--- src/rtl/pipeline_hazard_ctrl_pkg.sv ---
// Shared CPU definitions: FSM state encoding, counter width and datapath sizes.
// Used by the hazard controller, its counter sub-module and its interface.
package cpu_pkg;

  localparam int WORD_SIZE = 16;
  localparam int REG_SIZE  = 16;
  localparam int CNT_W     = 16;

  typedef enum logic [1:0] {
    ST_RUN   = 2'd0,
    ST_DWAIT = 2'd1,
    ST_IWAIT = 2'd2
  } state_t;

endpackage

--- src/rtl/pipeline_hazard_ctrl_if.sv ---
// Bundle between the datapath (master) and the hazard controller (slave).
// Carries the hazard indicators in one direction and the latch controls in the other.
interface pipeline_hazard_ctrl_if
  import cpu_pkg::*;
#(
  parameter int REG_ADDR_W = 2
) ();

  // No valid/ready pair here: every hazard input is a level sampled in the current
  // cycle, and imem_ready/dmem_ready are ready-style strobes meaning "the access
  // completes this cycle"; the enables answer combinationally in the same cycle.
  logic [REG_ADDR_W-1:0] id_rs;
  logic [REG_ADDR_W-1:0] id_rt;
  logic                  id_use_rs;
  logic                  id_use_rt;
  logic                  id_jump;
  logic                  ex_mem_read;
  logic [REG_ADDR_W-1:0] ex_rd;
  logic                  ex_branch_taken;
  logic                  imem_ready;
  logic                  mem_access;
  logic                  dmem_ready;

  logic                  pc_write;
  logic                  if_id_write;
  logic                  id_ex_write;
  logic                  ex_mem_write;
  logic                  mem_wb_write;
  logic                  if_id_flush;
  logic                  id_ex_flush;
  logic                  mem_timeout;
  logic [CNT_W-1:0]      stall_cnt;
  logic [CNT_W-1:0]      flush_cnt;

  modport master (
    output id_rs, id_rt, id_use_rs, id_use_rt, id_jump, ex_mem_read, ex_rd,
           ex_branch_taken, imem_ready, mem_access, dmem_ready,
    input  pc_write, if_id_write, id_ex_write, ex_mem_write, mem_wb_write,
           if_id_flush, id_ex_flush, mem_timeout, stall_cnt, flush_cnt
  );

  modport slave (
    input  id_rs, id_rt, id_use_rs, id_use_rt, id_jump, ex_mem_read, ex_rd,
           ex_branch_taken, imem_ready, mem_access, dmem_ready,
    output pc_write, if_id_write, id_ex_write, ex_mem_write, mem_wb_write,
           if_id_flush, id_ex_flush, mem_timeout, stall_cnt, flush_cnt
  );

endinterface

--- src/rtl/pipeline_hazard_ctrl_sat_counter16.sv ---
// 16-bit up counter with synchronous clear that sticks at all-ones.
// Clear takes precedence over increment.
module sat_counter16
  import cpu_pkg::*;
(
  input  logic             Clk,
  input  logic             Reset_N,
  input  logic             i_inc,
  input  logic             i_clr,
  output logic [CNT_W-1:0] o_count
);

  logic [CNT_W-1:0] r_count;

  always_ff @(posedge Clk or negedge Reset_N) begin
    if (!Reset_N) begin
      r_count <= '0;
    end else if (i_clr) begin
      r_count <= '0;
    end else if (i_inc && (r_count != '1)) begin
      r_count <= r_count + CNT_W'(1);
    end
  end

  assign o_count = r_count;

endmodule

--- src/rtl/pipeline_hazard_ctrl.sv ---
// Hazard/stall controller for the 5-stage pipeline: latch enables, bubbles,
// memory-wait FSM, wait watchdog and stall/flush performance counters.
module pipeline_hazard_ctrl
  import cpu_pkg::*;
#(
  parameter int REG_ADDR_W = 2,
  parameter int TIMEOUT    = 255
) (
  input  logic                  Clk,
  input  logic                  Reset_N,
  pipeline_hazard_ctrl_if.slave hz,
  output state_t                o_dbg_state
);

  localparam logic [CNT_W-1:0] TIMEOUT_M1 = CNT_W'(TIMEOUT - 1);

  state_t                r_state;
  state_t                w_state_nxt;
  logic                  r_live;
  logic                  r_timeout;
  logic [REG_ADDR_W-1:0] w_id_rs;
  logic [REG_ADDR_W-1:0] w_id_rt;
  logic [REG_ADDR_W-1:0] w_ex_rd;
  logic                  w_data_wait;
  logic                  w_load_use;
  logic                  w_fetch_wait;
  logic                  w_pc_we;
  logic                  w_ifid_we;
  logic                  w_idex_we;
  logic                  w_exmem_we;
  logic                  w_memwb_we;
  logic                  w_ifid_fl;
  logic                  w_idex_fl;
  logic                  w_flush_ev;
  logic                  w_in_wait;
  logic                  w_wait_inc;
  logic                  w_wait_clr;
  logic                  w_stall_inc;
  logic                  w_flush_inc;
  logic [CNT_W-1:0]      w_wait_cnt;
  logic [CNT_W-1:0]      w_stall_cnt;
  logic [CNT_W-1:0]      w_flush_cnt;

  assign w_id_rs      = hz.id_rs;
  assign w_id_rt      = hz.id_rt;
  assign w_ex_rd      = hz.ex_rd;
  assign w_data_wait  = hz.mem_access & ~hz.dmem_ready;
  assign w_fetch_wait = ~hz.imem_ready;
  assign w_load_use   = hz.ex_mem_read &
                        ((hz.id_use_rs & (w_id_rs == w_ex_rd)) |
                         (hz.id_use_rt & (w_id_rt == w_ex_rd)));

  // Same priority table in every state; the state only tracks which wait is open.
  always_comb begin
    w_pc_we     = 1'b1;
    w_ifid_we   = 1'b1;
    w_idex_we   = 1'b1;
    w_exmem_we  = 1'b1;
    w_memwb_we  = 1'b1;
    w_ifid_fl   = 1'b0;
    w_idex_fl   = 1'b0;
    w_flush_ev  = 1'b0;
    w_state_nxt = ST_RUN;
    if (w_data_wait) begin
      w_pc_we     = 1'b0;
      w_ifid_we   = 1'b0;
      w_idex_we   = 1'b0;
      w_exmem_we  = 1'b0;
      w_memwb_we  = 1'b0;
      w_state_nxt = ST_DWAIT;
    end else if (hz.ex_branch_taken) begin
      w_ifid_fl  = 1'b1;
      w_idex_fl  = 1'b1;
      w_flush_ev = 1'b1;
    end else if (w_load_use) begin
      w_pc_we   = 1'b0;
      w_ifid_we = 1'b0;
      w_idex_fl = 1'b1;
    end else if (hz.id_jump) begin
      w_ifid_fl  = 1'b1;
      w_flush_ev = 1'b1;
    end else if (w_fetch_wait) begin
      w_pc_we     = 1'b0;
      w_ifid_fl   = 1'b1;
      w_state_nxt = ST_IWAIT;
    end
  end

  // r_live drops asynchronously with reset and returns on the first clock edge after it.
  always_ff @(posedge Clk or negedge Reset_N) begin
    if (!Reset_N) begin
      r_live <= 1'b0;
    end else begin
      r_live <= 1'b1;
    end
  end

  always_ff @(posedge Clk or negedge Reset_N) begin
    if (!Reset_N) begin
      r_state <= ST_RUN;
    end else if (r_live) begin
      r_state <= w_state_nxt;
    end
  end

  assign w_in_wait  = (r_state != ST_RUN);
  assign w_wait_clr = r_live & (w_state_nxt == ST_RUN);
  assign w_wait_inc = w_in_wait & ~w_wait_clr;

  always_ff @(posedge Clk or negedge Reset_N) begin
    if (!Reset_N) begin
      r_timeout <= 1'b0;
    end else if (w_wait_inc && (w_wait_cnt == TIMEOUT_M1)) begin
      r_timeout <= 1'b1;
    end
  end

  assign w_stall_inc = r_live & ~w_pc_we;
  assign w_flush_inc = r_live & w_flush_ev;

  sat_counter16 u_wait_cnt (
    .Clk     (Clk),
    .Reset_N (Reset_N),
    .i_inc   (w_wait_inc),
    .i_clr   (w_wait_clr),
    .o_count (w_wait_cnt)
  );

  sat_counter16 u_stall_cnt (
    .Clk     (Clk),
    .Reset_N (Reset_N),
    .i_inc   (w_stall_inc),
    .i_clr   (1'b0),
    .o_count (w_stall_cnt)
  );

  sat_counter16 u_flush_cnt (
    .Clk     (Clk),
    .Reset_N (Reset_N),
    .i_inc   (w_flush_inc),
    .i_clr   (1'b0),
    .o_count (w_flush_cnt)
  );

  assign hz.pc_write     = r_live & w_pc_we;
  assign hz.if_id_write  = r_live & w_ifid_we;
  assign hz.id_ex_write  = r_live & w_idex_we;
  assign hz.ex_mem_write = r_live & w_exmem_we;
  assign hz.mem_wb_write = r_live & w_memwb_we;
  assign hz.if_id_flush  = r_live & w_ifid_fl;
  assign hz.id_ex_flush  = r_live & w_idex_fl;
  assign hz.mem_timeout  = r_timeout;
  assign hz.stall_cnt    = w_stall_cnt;
  assign hz.flush_cnt    = w_flush_cnt;
  assign o_dbg_state     = r_state;

endmodule

--- src/flat_wrapper.sv ---
// flat-port wrapper written by rule: the top's interface ports become plain ports
module pipeline_hazard_ctrl_flat import cpu_pkg::*;
#(
  parameter int REG_ADDR_W = 2,
  parameter int TIMEOUT    = 255
)
  (Clk, Reset_N, o_dbg_state, hz_id_rs, hz_id_rt, hz_id_use_rs, hz_id_use_rt, hz_id_jump, hz_ex_mem_read, hz_ex_rd, hz_ex_branch_taken, hz_imem_ready, hz_mem_access, hz_dmem_ready, hz_pc_write, hz_if_id_write, hz_id_ex_write, hz_ex_mem_write, hz_mem_wb_write, hz_if_id_flush, hz_id_ex_flush, hz_mem_timeout, hz_stall_cnt, hz_flush_cnt);
  pipeline_hazard_ctrl_if #(.REG_ADDR_W(REG_ADDR_W)) hz_i ();
  input  logic Clk;
  input  logic Reset_N;
  output state_t o_dbg_state;
  input wire logic [$bits(hz_i.id_rs)-1:0] hz_id_rs;
  input wire logic [$bits(hz_i.id_rt)-1:0] hz_id_rt;
  input wire logic [$bits(hz_i.id_use_rs)-1:0] hz_id_use_rs;
  input wire logic [$bits(hz_i.id_use_rt)-1:0] hz_id_use_rt;
  input wire logic [$bits(hz_i.id_jump)-1:0] hz_id_jump;
  input wire logic [$bits(hz_i.ex_mem_read)-1:0] hz_ex_mem_read;
  input wire logic [$bits(hz_i.ex_rd)-1:0] hz_ex_rd;
  input wire logic [$bits(hz_i.ex_branch_taken)-1:0] hz_ex_branch_taken;
  input wire logic [$bits(hz_i.imem_ready)-1:0] hz_imem_ready;
  input wire logic [$bits(hz_i.mem_access)-1:0] hz_mem_access;
  input wire logic [$bits(hz_i.dmem_ready)-1:0] hz_dmem_ready;
  output wire logic [$bits(hz_i.pc_write)-1:0] hz_pc_write;
  output wire logic [$bits(hz_i.if_id_write)-1:0] hz_if_id_write;
  output wire logic [$bits(hz_i.id_ex_write)-1:0] hz_id_ex_write;
  output wire logic [$bits(hz_i.ex_mem_write)-1:0] hz_ex_mem_write;
  output wire logic [$bits(hz_i.mem_wb_write)-1:0] hz_mem_wb_write;
  output wire logic [$bits(hz_i.if_id_flush)-1:0] hz_if_id_flush;
  output wire logic [$bits(hz_i.id_ex_flush)-1:0] hz_id_ex_flush;
  output wire logic [$bits(hz_i.mem_timeout)-1:0] hz_mem_timeout;
  output wire logic [$bits(hz_i.stall_cnt)-1:0] hz_stall_cnt;
  output wire logic [$bits(hz_i.flush_cnt)-1:0] hz_flush_cnt;
  assign hz_i.id_rs = hz_id_rs;
  assign hz_i.id_rt = hz_id_rt;
  assign hz_i.id_use_rs = hz_id_use_rs;
  assign hz_i.id_use_rt = hz_id_use_rt;
  assign hz_i.id_jump = hz_id_jump;
  assign hz_i.ex_mem_read = hz_ex_mem_read;
  assign hz_i.ex_rd = hz_ex_rd;
  assign hz_i.ex_branch_taken = hz_ex_branch_taken;
  assign hz_i.imem_ready = hz_imem_ready;
  assign hz_i.mem_access = hz_mem_access;
  assign hz_i.dmem_ready = hz_dmem_ready;
  assign hz_pc_write = hz_i.pc_write;
  assign hz_if_id_write = hz_i.if_id_write;
  assign hz_id_ex_write = hz_i.id_ex_write;
  assign hz_ex_mem_write = hz_i.ex_mem_write;
  assign hz_mem_wb_write = hz_i.mem_wb_write;
  assign hz_if_id_flush = hz_i.if_id_flush;
  assign hz_id_ex_flush = hz_i.id_ex_flush;
  assign hz_mem_timeout = hz_i.mem_timeout;
  assign hz_stall_cnt = hz_i.stall_cnt;
  assign hz_flush_cnt = hz_i.flush_cnt;
  pipeline_hazard_ctrl #(.REG_ADDR_W(REG_ADDR_W), .TIMEOUT(TIMEOUT)) u_core (.Clk(Clk), .Reset_N(Reset_N), .hz(hz_i), .o_dbg_state(o_dbg_state));
endmodule
--- config.mk ---
export PLATFORM = sky130hd
export DESIGN_NAME = pipeline_hazard_ctrl_flat
export DESIGN_NICKNAME = d
export VERILOG_FILES = /design/src/rtl/pipeline_hazard_ctrl_pkg.sv /design/src/rtl/pipeline_hazard_ctrl_if.sv /design/src/rtl/pipeline_hazard_ctrl_sat_counter16.sv /design/src/rtl/pipeline_hazard_ctrl.sv /design/src/flat_wrapper.sv
export SDC_FILE = /design/constraint.sdc
export NUM_CORES = 1
export LEC_CHECK = 0
export ABC_AREA = 1
export BUFFER_PORTS_ARGS = -buffer_cell sky130_fd_sc_hd__buf_2
export CORE_MARGIN = 5
export CORE_UTILIZATION = 62
export CTS_CLUSTER_SIZE = 24
export DETAILED_ROUTE_END_ITERATION = 8
export PLACE_DENSITY = 0.93
export SYNTH_ARGS = -nofsm -noshare
export SYNTH_HDL_FRONTEND = slang
export SYNTH_SLANG_ARGS = --single-unit
--- constraint.sdc ---
create_clock -name Clk -period 3 [get_ports Clk]
set_clock_uncertainty 0.15 [all_clocks]
set_input_delay 0.15 -clock Clk [delete_from_list [all_inputs] [get_ports Clk]]
set_output_delay 0.15 -clock Clk [all_outputs]
set_load 0.01 [all_outputs]
# Word-level counts from Yosys, hierarchy flattened

Cells that the tools add are included.

Register bits: 52
Input bits: 16
Output and inout bits: 42
Logic and storage cells: 67

$add $sub $neg: 3
Eq/ne operators: 6
Mux-type cells: 28
Bitwise logic cells: 17
Reduce and logical (&&, ||, !) cells: 7

Operators by type and width:

| cell                                                              | count |
|---|---|
| 16-bit by 1-bit adder with 16-bit output (second input constant)  | 3 |
| 16-bit != test (second input constant)                            | 3 |
| 16-bit 2-to-1 mux                                                 | 2 |
| 1-bit 2-to-1 mux                                                  | 21 |
| 16-bit by 8-bit == test with 1-bit output (second input constant) | 1 |
| 1-bit AND                                                         | 13 |
| 2-bit 2-to-1 mux                                                  | 5 |
| 2-bit == test                                                     | 2 |
| 1-bit logical AND                                                 | 4 |
| 2-bit nonzero test                                                | 2 |
| 1-bit inverter                                                    | 3 |
| 2-bit zero test                                                   | 1 |
| 1-bit bitwise OR                                                  | 1 |

# Longest topological paths before layout

Depth in word-level cells: 14
Depth in mapped cells: 12
Mapped depth without buffers: 11

# Modules after synthesis

A second synthesis with hierarchy kept.

Cell total of the unflattened synthesis: 502
Area total of the unflattened synthesis: 3505.9 µm²

Modules (own cells, without submodules):

| module               | times used | cells an instance | area an instance (µm²) | seq. area each (µm²) |
|---|---|---|---|---|
| sat_counter16        | 3          | 144               | 1037.2                 | 400.4 |
| pipeline_hazard_ctrl | 1          | 70                | 394.1                  | 100.1 |

# Worst setup path after synthesis

Ideal clock, no wire load.

Path type: register to register
From: register u_core.u_flush_cnt.r_count[0] (netlist: u_core.u_flush_cnt.o_count[0])
To: register u_core.u_flush_cnt.r_count[6] (netlist: u_core.u_flush_cnt.o_count[6])
Library setup time: 117 ps
Arrival: 1504 ps
Data required time: 2733 ps
Path slack: 1229 ps
Stages on the path, launching flop included: 10
Path buffers: 1
Period minus slack after synthesis: 1771 ps
Path through: dfrtp_1 ha_1 nand2_2 nor3_4 inv_2 nor2_4 nor2_4 buf_6 nand3_1 nand2_1

Word-level cells in the longest chain between the ends: 2
Elaborated cells between the ends (all ways): 3
Those cells by class: add/sub (1); eq/ne (1); reduce/logical (1)

RTL lines:

| element                                                                          | line                                     | text |
|---|---|---|
| start: declaration                                                               | pipeline_hazard_ctrl_sat_counter16.sv:13 | `logic [CNT_W-1:0] r_count;` |
| start signal: assignment                                                         | pipeline_hazard_ctrl_sat_counter16.sv:21 | `r_count <= r_count + CNT_W'(1);` |
| branches (longest 2 deep; another with 16-bit by 1-bit adder with 16-bit output) | --                                       |  |

Several ways; the timed one is not identified.
A chain may end at the register's enable or synchronous reset.

# Worst setup path after layout

From: register u_core.u_stall_cnt.r_count[0] (netlist: u_core.u_stall_cnt.o_count[0])
To: register u_core.u_stall_cnt.r_count[15] (netlist: u_core.u_stall_cnt.o_count[15])

Word-level cells in the longest chain between the ends: 2
Elaborated cells between the ends (all ways): 3
Those cells by class: add/sub (1); eq/ne (1); reduce/logical (1)

RTL lines:

| element                                                                          | line |
|---|---|
| start: declaration                                                               | pipeline_hazard_ctrl_sat_counter16.sv:13 |
| start signal: assignment                                                         | pipeline_hazard_ctrl_sat_counter16.sv:21 |
| branches (longest 2 deep; another with 16-bit by 1-bit adder with 16-bit output) | -- |

Several ways; the timed one is not identified.

==> summary.txt <==
Met1 Use GR = 30.9%
Post-synthesis register bit count = 52
Met2 usage = 40.2%
DRC Markers = 0
Crit path time final = 2.04 ns
Crit start category = register
WS Path Type = register to register
Hold endpoint = u_core.o_dbg_state[1]$_DFFE_PN0P_
Clock transition at path regs = 0.10 ns
Vias per cell = 5.65
Simple-gate share of the synthesized area = 40.3%
Initial antenna violation count = 0
Leak Pwr = 2.12 nW
Period utilisation layout = 68.0%
Hold slack = 0.0203 ns
Synth top area cells = dfrtp_1 36%, nand2_1 15%, xor2_1 6.8%, nand3_1 6.7%, nor2_1 4.1%
CP required = 3.06 ns
Status = completed
Relative slew slack = 60.9%
Most common cell after layout, fill and taps aside = nand2_1
WHS Path Cells = 4
Worst-path maximum fanout = 17
RSZ-0062 raised after global routing = false
Syn Nets = 491
H-tree levels = 2
Met3 usage = 3.80%
Clk Latency, worst-skew pair = 0.31 ns
Most frequent cells in the layout = 144 x nand2_1, 57 x buf_2, 52 x dfrtp_1
TritonCTS clock tree = yes
Register-to-Register Path Depth = 9
Bufs on Longest Clock Path = 2
Slowest CP cell = dfrtp_1
Setup ws final = 0.959 ns
Total power = 0.00168 W
Post-synthesis sequential area ratio = 36.1%
Final setup vio count = 0
Distinct cells, synth = 38
Via count = 3365
Max-cap viol count = 0
Initial core utilization = 64.7%
Combinational family with the most area after synthesis = simple AND/OR/NAND/NOR gates
Fmax = 490 MHz
Fraction of layout cells with a size suffix above 1 = 20.0%
Hold Path Origin = hz_imem_ready
CP max stage delay = 0.46 ns
First-pass GRT wire length = 14600 um
Post-route ant nets = 0
Buf/Inv on CP = 1
Post-cts sizing count = 0
Initial DRT Pass Iterations = 5
DRT Wirelength = 8250 um
Largest net degree at the start of global routing = 45
Syn. warnings = 0
Port buffer count = 57
CTS buffer count = 5
Flop2flop setup slack = 0.96 ns
Core ar. = 5570 um^2
Global placer's final weighted congestion = 0.930
Clk sinks = 52
CP top delay family = simple AND/OR/NAND/NOR gates
GRT overflow = 0
CP endpoint kind = register
WP data arrival = 2.10 ns
Synth area leader = dfrtp_1
Peak VDD IR = 0.440 mV
Final HPWL DP = 6030 um
Die area = 7440 um^2
Setup TNS = 0 ns
Reg-to-reg startpoint = u_core.u_stall_cnt.o_count[0]$_DFFE_PN0P_
Nets = 543
Area grow syn2layout = 10.1%
Mux contribution to synthesized area = 0%
Post-synthesis compound-gate area fraction = 4.55%
Vias in the first global route = 3269
# fillers = 441
Synth top area share = 36.1%
Final Max Tran Viols = 0
Initial DRC count = 260
Antenna diodes = 0
Grt peak-use layer = met2
IO Pins = 58
Avg Cell Area, Syn = 7.65 um^2
Synth Area in Adders = 1.39%
XOR/XNOR Fraction of Synth Area = 9.23%
Register cell area after layout = 1300 um^2
Root Driver = clkbuf_8
Worst Tran Pin Value = 0.584 ns
Gr usage total = 23.6%
Cell area after synthesis = 3600 um^2
Final hold violation count = 0
Multi-input gate area = 2000 um^2
Cells along the critical path = ha_1, inv_2, nor2_4, nand3_2, nor3_4, nor2_4, nand2_8, nand2_1, nand2_1
Terminus of the critical flop-to-flop path = u_core.u_stall_cnt.o_count[15]$_DFFE_PN0P_
Die Width = 86.3 um
Cell Rows = 27
Pwr dens = 423 nW/um^2
Die H = 86.3 um
Hold Crit Class = primary input to register
Cells after Synth = 471
Place WS = 1.00 ns
Wire per inst = 13.8 um
## worst min-delay path, cell delays in order
cell and delay (ns):
buf_2 0.09, nor3_1 0.05, nand2_1 0.09, o21ai_0 0.08
## report_power, final
part	total (W)	leakage [nW]	switching [W]	internal, W
sequential	0.000863	0.709	0.0000999	0.000763
clock	0.000425	0.0452	0.000255	0.000171
combinational	0.000390	1.37	0.000248	0.000142
## Yosys cell counts (all sizes together)
| library cell | number |
|---|---|
| a21oi | 3 |
| or2 | 1 |
| clkbuf | 2 |
| o21ai | 1 |
| ha | 4 |
| o211ai | 16 |
| a31o | 1 |
| o21bai | 2 |
| conb | 1 |
| clkinv | 2 |
| buf | 13 |
| nand3b | 2 |
| nor4 | 2 |
| nor3 | 12 |
| nand2 | 157 |
| nor2 | 48 |
| xor2 | 28 |
| nand4 | 22 |
| inv | 42 |
| xnor2 | 10 |
| nand3 | 50 |
| dfrtp | 52 |
## flip-flops by register name, summed over array words and instances, names as in the netlist
name                        flops
u_core.u_flush_cnt.o_count     16
u_core.o_dbg_state              2
u_core.u_wait_cnt.o_count      16
u_core.u_stall_cnt.o_count     16
u_core.hz.mem_timeout           1
u_core.r_live                   1
## through the flow
step / cells / utilization (%) / cell area (um^2)
3_5_place_dp: 587 / 69.3 / 3860
4_1_cts: 596 / 71.2 / 3970
3_3_place_gp: 587 / 69.3 / 3860
2_1_floorplan: 471 / - / 3600
5_1_grt: 596 / 71.2 / 3970
6_report: 596 / 71.2 / 3970
## area by class of cell
class	instances	area share (%)
clock buffers	5	1.73
clock inverters	3	0.631
well taps	72	2.27
inverters	44	4.29
repair buffers	60	7.82
multi-input cells	360	50.5
flip-flops and latches	52	32.8
## how the worst max path moves through the flow
stage	cells past startpoint	startpoint	endpoint
detailed placement	9	u_core.u_stall_cnt.o_count[0]$_DFFE_PN0P_	u_core.u_stall_cnt.o_count[6]$_DFFE_PN0P_
CTS	9	u_core.u_stall_cnt.o_count[0]$_DFFE_PN0P_	u_core.u_stall_cnt.o_count[15]$_DFFE_PN0P_
global route	9	u_core.u_stall_cnt.o_count[0]$_DFFE_PN0P_	u_core.u_stall_cnt.o_count[7]$_DFFE_PN0P_
global placement	9	u_core.u_stall_cnt.o_count[0]$_DFFE_PN0P_	u_core.u_stall_cnt.o_count[13]$_DFFE_PN0P_
floorplan	9	u_core.u_flush_cnt.o_count[0]$_DFFE_PN0P_	u_core.u_flush_cnt.o_count[6]$_DFFE_PN0P_
finish	9	u_core.u_stall_cnt.o_count[0]$_DFFE_PN0P_	u_core.u_stall_cnt.o_count[15]$_DFFE_PN0P_
## layer usage
| metal | wire, um | part of all wire, % |
|---|---|---|
| met1 | 3600 | 44 |
| met2 | 4020 | 49 |
| met3 | 463 | 5.6 |
| met4 | 166 | 2.0 |
| met5 | 0 | 0 |
## logic make-up (layout without fill, tap and decap cells)
kind of cell | after synthesis | count (layout)
other | 1 | 1
DFF | 52 | 52
and+or+nand+nor | 294 | 294
xor gates and xnor gates | 38 | 38
AOI/OAI and AO/OA | 23 | 23
buffers and inverters | 59 | 112
adders and majority gates | 4 | 4
## repair_timing
action / 4_1_cts / 5_1_grt
hold buffers: 1 / 0
hold endpoints to repair: 43 / 0
buffers inserted: 0 / 0
No activity file was read; power rests on OpenSTA's default activity.
